File: src/rtl/dr_mem_bridge.sv
// Data register with clear/load/increment ops and a multi-beat memory read/write engine.
// Register ops take effect on the next falling edge; a transfer takes 1 + BEATS + 1 falling edges with zero-wait acks.
// Each beat holds mem_req until mem_ack; ops and starts are dropped while a transfer is running.
// Optional per-beat ack timeout with sticky err: define DR_TIMEOUT_EN.
module dr_mem_bridge #(
   parameter int DR_WIDTH  = 8,
   parameter int BUS_WIDTH = 16,
   parameter int MEM_WIDTH = 8,
   parameter int TIMEOUT   = 15,
   localparam int BEATS    = DR_WIDTH / MEM_WIDTH,
   localparam int BW       = (BEATS > 1) ? $clog2(BEATS) : 1
) (
   input  logic                 clk,
   input  logic                 rst_n,
   input  logic [BUS_WIDTH-1:0] bus,
   input  logic                 drload,
   input  logic                 drclr,
   input  logic                 drinc,
   input  logic                 rd_start,
   input  logic                 wr_start,
   input  logic [MEM_WIDTH-1:0] mem_rdata,
   input  logic                 mem_ack,
   output logic [DR_WIDTH-1:0]  dr_out,
   output logic                 mem_req,
   output logic                 mem_we,
   output logic [BW-1:0]        mem_beat,
   output logic [MEM_WIDTH-1:0] mem_wdata,
   output logic                 busy,
   output logic                 done,
   output logic                 err
);

   typedef enum logic [1:0] {S_IDLE, S_XFER, S_FIN} state_t;

   state_t               r_state;
   state_t               w_next;
   logic [DR_WIDTH-1:0]  r_dr;
   logic [DR_WIDTH-1:0]  r_shadow;
   logic [BW-1:0]        r_beat;
   logic                 r_we;
   logic                 w_idle;
   logic                 w_xfer;
   logic                 w_start;
   logic                 w_last;
   logic                 w_tmo;
   logic                 w_unused;

   assign w_idle  = (r_state == S_IDLE);
   assign w_xfer  = (r_state == S_XFER);
   // A start only wins when no register op is strobed in the same cycle.
   assign w_start = w_idle & ~drclr & ~drload & ~drinc & (rd_start | wr_start);
   assign w_last  = (r_beat == BW'(BEATS - 1));
   // Upper bus bits are outside the register and intentionally dropped.
   assign w_unused = ^bus;

   assign dr_out    = r_dr;
   assign mem_req   = w_xfer;
   assign mem_we    = w_xfer & r_we;
   assign mem_beat  = r_beat;
   // Write data comes from the snapshot so mid-transfer ops cannot disturb it.
   assign mem_wdata = r_shadow[r_beat*MEM_WIDTH +: MEM_WIDTH];
   assign busy      = w_xfer;
   assign done      = (r_state == S_FIN);

`ifdef DR_TIMEOUT_EN
   localparam int TW = $clog2(TIMEOUT + 1);
   logic [TW-1:0] r_cnt;
   logic          r_err;

   assign w_tmo = w_xfer & ~mem_ack & (r_cnt == TW'(TIMEOUT - 1));
   assign err   = r_err;

   // Per-beat ack wait counter and sticky timeout flag.
   always_ff @(negedge clk or negedge rst_n) begin
      if (!rst_n) begin
         r_cnt <= '0;
         r_err <= 1'b0;
      end else if (w_xfer && !mem_ack && !w_tmo) begin
         r_cnt <= r_cnt + TW'(1);
      end else begin
         r_cnt <= '0;
         if (w_tmo) r_err <= 1'b1;
      end
   end
`else
   assign w_tmo = 1'b0;
   assign err   = 1'b0;
`endif

   // State register.
   always_ff @(negedge clk or negedge rst_n) begin
      if (!rst_n) r_state <= S_IDLE;
      else        r_state <= w_next;
   end

   // Next-state: IDLE -> XFER on start, XFER -> FIN on last ack or timeout, FIN -> IDLE.
   always_comb begin
      w_next = r_state;
      case (r_state)
         S_IDLE:  if (w_start) w_next = S_XFER;
         S_XFER:  if ((mem_ack && w_last) || w_tmo) w_next = S_FIN;
         S_FIN:   w_next = S_IDLE;
         default: w_next = S_IDLE;
      endcase
   end

   // Data register ops, transfer setup and per-beat datapath.
   always_ff @(negedge clk or negedge rst_n) begin
      if (!rst_n) begin
         r_dr     <= '0;
         r_shadow <= '0;
         r_beat   <= '0;
         r_we     <= 1'b0;
      end else if (w_idle) begin
         if (drclr) begin
            r_dr <= '0;
         end else if (drload) begin
            r_dr <= bus[DR_WIDTH-1:0];
         end else if (drinc) begin
            r_dr <= r_dr + DR_WIDTH'(1);
         end else if (rd_start || wr_start) begin
            r_we     <= ~rd_start;
            r_shadow <= r_dr;
            r_beat   <= '0;
         end
      end else if (w_xfer) begin
         if (mem_ack) begin
            if (!r_we) r_dr[r_beat*MEM_WIDTH +: MEM_WIDTH] <= mem_rdata;
            r_beat <= w_last ? '0 : r_beat + BW'(1);
         end else if (w_tmo) begin
            r_beat <= '0;
         end
      end
   end

endmodule

File: config.mk
export PLATFORM = sky130hd
export DESIGN_NAME = dr_mem_bridge
export DESIGN_NICKNAME = d
export VERILOG_FILES = /design/src/rtl/dr_mem_bridge.sv
export SDC_FILE = /design/constraint.sdc
export NUM_CORES = 1
export LEC_CHECK = 0
export ABC_CLOCK_PERIOD_IN_PS = 3100
export CAP_MARGIN = 10
export CORE_ASPECT_RATIO = 0.8
export CORE_MARGIN = 2
export CORE_UTILIZATION = 43
export CTS_CLUSTER_SIZE = 25
export DETAILED_ROUTE_END_ITERATION = 16
export PLACE_DENSITY = 0.85
export REMOVE_ABC_BUFFERS = 1
export SETUP_SLACK_MARGIN = 0.05
export SLEW_MARGIN = 20
export SYNTH_ARGS = -nofsm -noshare
export SYNTH_HDL_FRONTEND = slang
export SYNTH_SLANG_ARGS = --single-unit
File: constraint.sdc
create_clock -name clk -period 3.1 [get_ports clk]
set_clock_uncertainty 0.05 [all_clocks]
set_input_delay 0.62 -clock clk [delete_from_list [all_inputs] [get_ports clk]]
set_output_delay 0.62 -clock clk [all_outputs]
set_load 0.01 [all_outputs]
-- Yosys cells after proc, flatten, opt, wreduce, memory -nomap -nowiden
Cells that the tools add are included.
- equal/unequal tests: 10
- reduce and logical (&&, ||, !) cells: 9
- bitwise gates (word level): 11
- muxes and demuxes: 19
- add/subtract/negate cells: 3
- shift operators: 3
- operator list (cell ; number):
    $mux 8 ; 7
    $neg 4->34 ; 1
    $shift 8x34->8 const A ; 1
    $shiftx 8x34->8 ; 1
    $add 8x1->8 const B ; 1
    $bwmux 8 ; 1
    $mux 1 ; 8
    $ne 2x1->1 const B ; 4
    $shiftx 8x5->8 ; 1
    $ne 2x2->1 const B ; 3
    $reduce_and 6->1 ; 1
    $and 1x1->1 ; 5
    $not 1->1 ; 5
    $reduce_and 5->1 ; 1
    $mux 2 ; 2
    $ne 4x4->1 const B ; 1
    $pmux 2 s2 ; 1
    $reduce_and 4->1 ; 1
    $reduce_bool 2->1 ; 2
    $eq 2x1->1 const B ; 1
    $eq 2x2->1 const B ; 1
    $logic_not 2->1 ; 1
    $reduce_and 2->1 ; 1
    $add 1x1->1 const B ; 1
    other kinds (3) ; 3
- output and inout port bits: 22
- logic and storage cells: 60
- input bits: 32
- flip-flop bits (word level): 20

-- Longest topological paths before layout
- word-level depth: 7
- gate-level depth with buffers: 5
- gate-level depth less buffers: 5

==> impl_metrics.yaml <==
power:
  netSwitchingFraction: 0.344
  irDropWorstVdd_mv: 0.279
  p_per_area_mw_per_mm2: 527
  p_int_uw: 630
  seqPwrFrac: 0.371
  switching_power_uw: 331
  p_leak_uw: 0.000878
  power_frac_comb: 0.489
  p_clk_frac: 0.140
  p_total_uw: 961
placed_design:
  io_buffers: 43
  hpwlAfterDp_mm: 2.19
  placedInstanceArea_mm2: 0.00169
  place_inst: 208
  routabilityCongestion: 0.908
worst_setup_path:
  cp-start-kind: "flip-flop"
  r2r-end: "r_shadow[6]$_DFFE_NN0P_"
  critical_path.max_fanout: 2
  critical-path-max-stage-delay_ps: 450
  rr_worst_depth: 6
  path_cells: "nor2b_4, and2_4, buf_6"
  r2r_start: "r_state[1]$_DFFE_NN0P_"
  r2r_slack_ps: 1210
  critPathKind: "reg2out"
  critPathSlowestCell: "dfrtn_1"
  arrival_ps: 2710
  setup.worst_path.end_class: "output port"
  required_ps: 2430
layout:
  layout.cells.non_filler: 228
  layout-drive-gt1-share: 0.458
  final_util: 0.754
  multi_input_area_um2: 628
  area_delta_synth_final_pct: 67.7
  nNetsFinal: 226
  final_area_mm2: 0.00183
  diodes: 0
  fillers: 177
  ff_latch_area_um2: 475
clock_tree:
  clock_latency_ps: 300
  clock_path_buffers: 2
  root_buffer: "clkbuf_4"
  cts_buffers: 3
  hold_buffers: 0
  cts.clk_slew.worst_paths_ps: 80
  cts_tree: "built"
  cts_max_level: 1
  clkSinkCount: 19
status:
  status: "finished with violations"
  violations: "setup timing"
synthesis:
  postSynthAreaPerCell_um2: 9.55
  synth.distinct_cells: 40
  netlist.area_leader.share: 0.437
  synthCells: 114
  ys_warn_count: 0
  async_reset_ff_frac: 1.00
  synth_area_leader_cell: "dfrtn_1"
  synth_edf_count: 0
  ys_ff_latch: 19
  synth.area.top_cells: "dfrtn_1 44%, mux2_2 8.3%, a21oi_1 3.2%, nor2_1 3.1%, nor3_1 2.8%"
  netlist_area_mm2: 0.00109
  ys.flop_type: "dfrtn_1"
  yosys.cell_count.top_type: "dfrtn_1"
  seq_area_frac_synth: 0.437
  synthTopCellsByCount: "19 x dfrtn_1, 9 x nor2_1, 8 x mux2_2, 7 x a21oi_1, 7 x nand2_1"
detailed_routing:
  dr.pass1.iters: 4
  drc: 0
  wl_per_cell_um: 14.7
  via_count: 1172
  routed_via_density: 5.14
  wirelength_mm: 3.36
  drt_iter0_drc: 45
  antenna_left: 0
hold_path:
  min_path_cells: 1
  hold_path_end: "r_shadow[4]$_DFFE_NN0P_"
  hold_path_class: "reg2reg"
  min_from: "r_shadow[4]$_DFFE_NN0P_"
grt:
  grt_pass1_wl_mm: 5.15
  grt_max_degree: 20
  grt_remaining_overflow: 0
  antenna_found_initial: 0
  grt_pass1_vias: 1098
  track_usage: 0.232
floorplan:
  fp.dieW_um: 60.3
  die_h_um: 49
  start_util: 0.449
  die_area_mm2: 0.00295
  boundaryPins: 54
  rows: 16
  core_mm2: 0.00242
timing:
  setup_viol: 14
  setup_ws_ps: -278
  rsz0062_at_grt: "true"
  finalHoldViolations: 0
  finalMaxSlewViolations: 0
  fin_tns_setup_ps: -1770
flow_run:
  max_cap_violations: 0
==> metal layers <==
metal / track usage / share of wire / vias to the layer above
met5: 0 / 0 / -
met4: 0.0333 / 0.0089 / 0
met3: 0.0345 / 0.087 / 6
met2: 0.393 / 0.48 / 67
met1: 0.316 / 0.42 / 542
li1: - / - / 557
==> worst max-delay path: cells and delay by family, from the launching register on <==
kind	cells	cell delay, ps
AND/OR/NAND/NOR	2	320
flip-flops	1	450
buffers and inverters	1	90
==> worst max-delay path by stage <==
stage	startpoint	end	cells after the start
2_1_floorplan	mem_ack	dr_out[6]$_DFFE_NN0P_	4
3_3_place_gp	drclr	r_shadow[5]$_DFFE_NN0P_	5
3_5_place_dp	drclr	r_shadow[5]$_DFFE_NN0P_	5
4_1_cts	r_state[0]$_DFFE_NN0P_	mem_we	3
5_1_grt	r_state[0]$_DFFE_NN0P_	mem_we	3
6_report	r_state[0]$_DFFE_NN0P_	mem_we	3
==> what timing repair did <==
item	4_1_cts	5_1_grt
resized for setup	110	11
hold endpoints to repair	0	0
gates cloned	1	0
pin swaps	8	3
endpoints found under the setup margin	38	35
buffers inserted	12	4
==> cell usage in the layout (no fill, tap or decap), types with 3 or more instances in the layout <==
cell,instances
a21oi_1,6
a31oi_1,3
buf_2,18
buf_4,34
buf_6,9
clkbuf_4,3
clkdlybuf4s50_1,17
dfrtn_1,19
inv_1,4
mux2_2,7
nand2_1,7
nand3_1,5
nor2_1,8
nor2b_1,3
nor3_1,5
o21ai_0,5
==> stage by stage <==
stage	hold WS, ps	setup WS, ps
final	399	-278
after global routing	426	-302
after floorplan	406	-619
after CTS	401	-251
after global placement	397	-782
after detailed placement	402	-846
==> flip-flops by register name, summed over array words and instances, names as in the netlist <==
signal / cells
dr_out: 8
r_shadow: 8
r_state: 2
r_we: 1
==> cell type report <==
class                           instances  share of cell area
Clock buffer                            3              0.0123
Clock inverter                          1             0.00274
Inverter                                4             0.00822
Multi-Input combinational cell         85               0.344
Sequential cell                        19               0.260
Tap cell                               36              0.0247
Timing Repair Buffer                   80               0.347
==> power by group through the flow <==
| stage | clock network (uW) | logic (uW) | registers [uW] |
|---|---|---|---|
| floorplan | 0 | 132 | 411 |
| global placement | 0 | 436 | 359 |
| detailed placement | 0 | 447 | 362 |
| CTS | 132 | 431 | 354 |
| global route | 146 | 509 | 364 |
| finish | 134 | 470 | 356 |
==> kinds of logic after synthesis <==
family | share of synthesized area
AO/OA/AOI/OAI | 0.166
XOR/XNOR | 0.0241
adder cells (fa/ha/maj) | 0.0115
buffers and inverters | 0.0540
flip-flops | 0.437
multiplexers | 0.0920
other | 0.00344
AND/OR/NAND/NOR | 0.213
(Power assumes the default switching activity.)
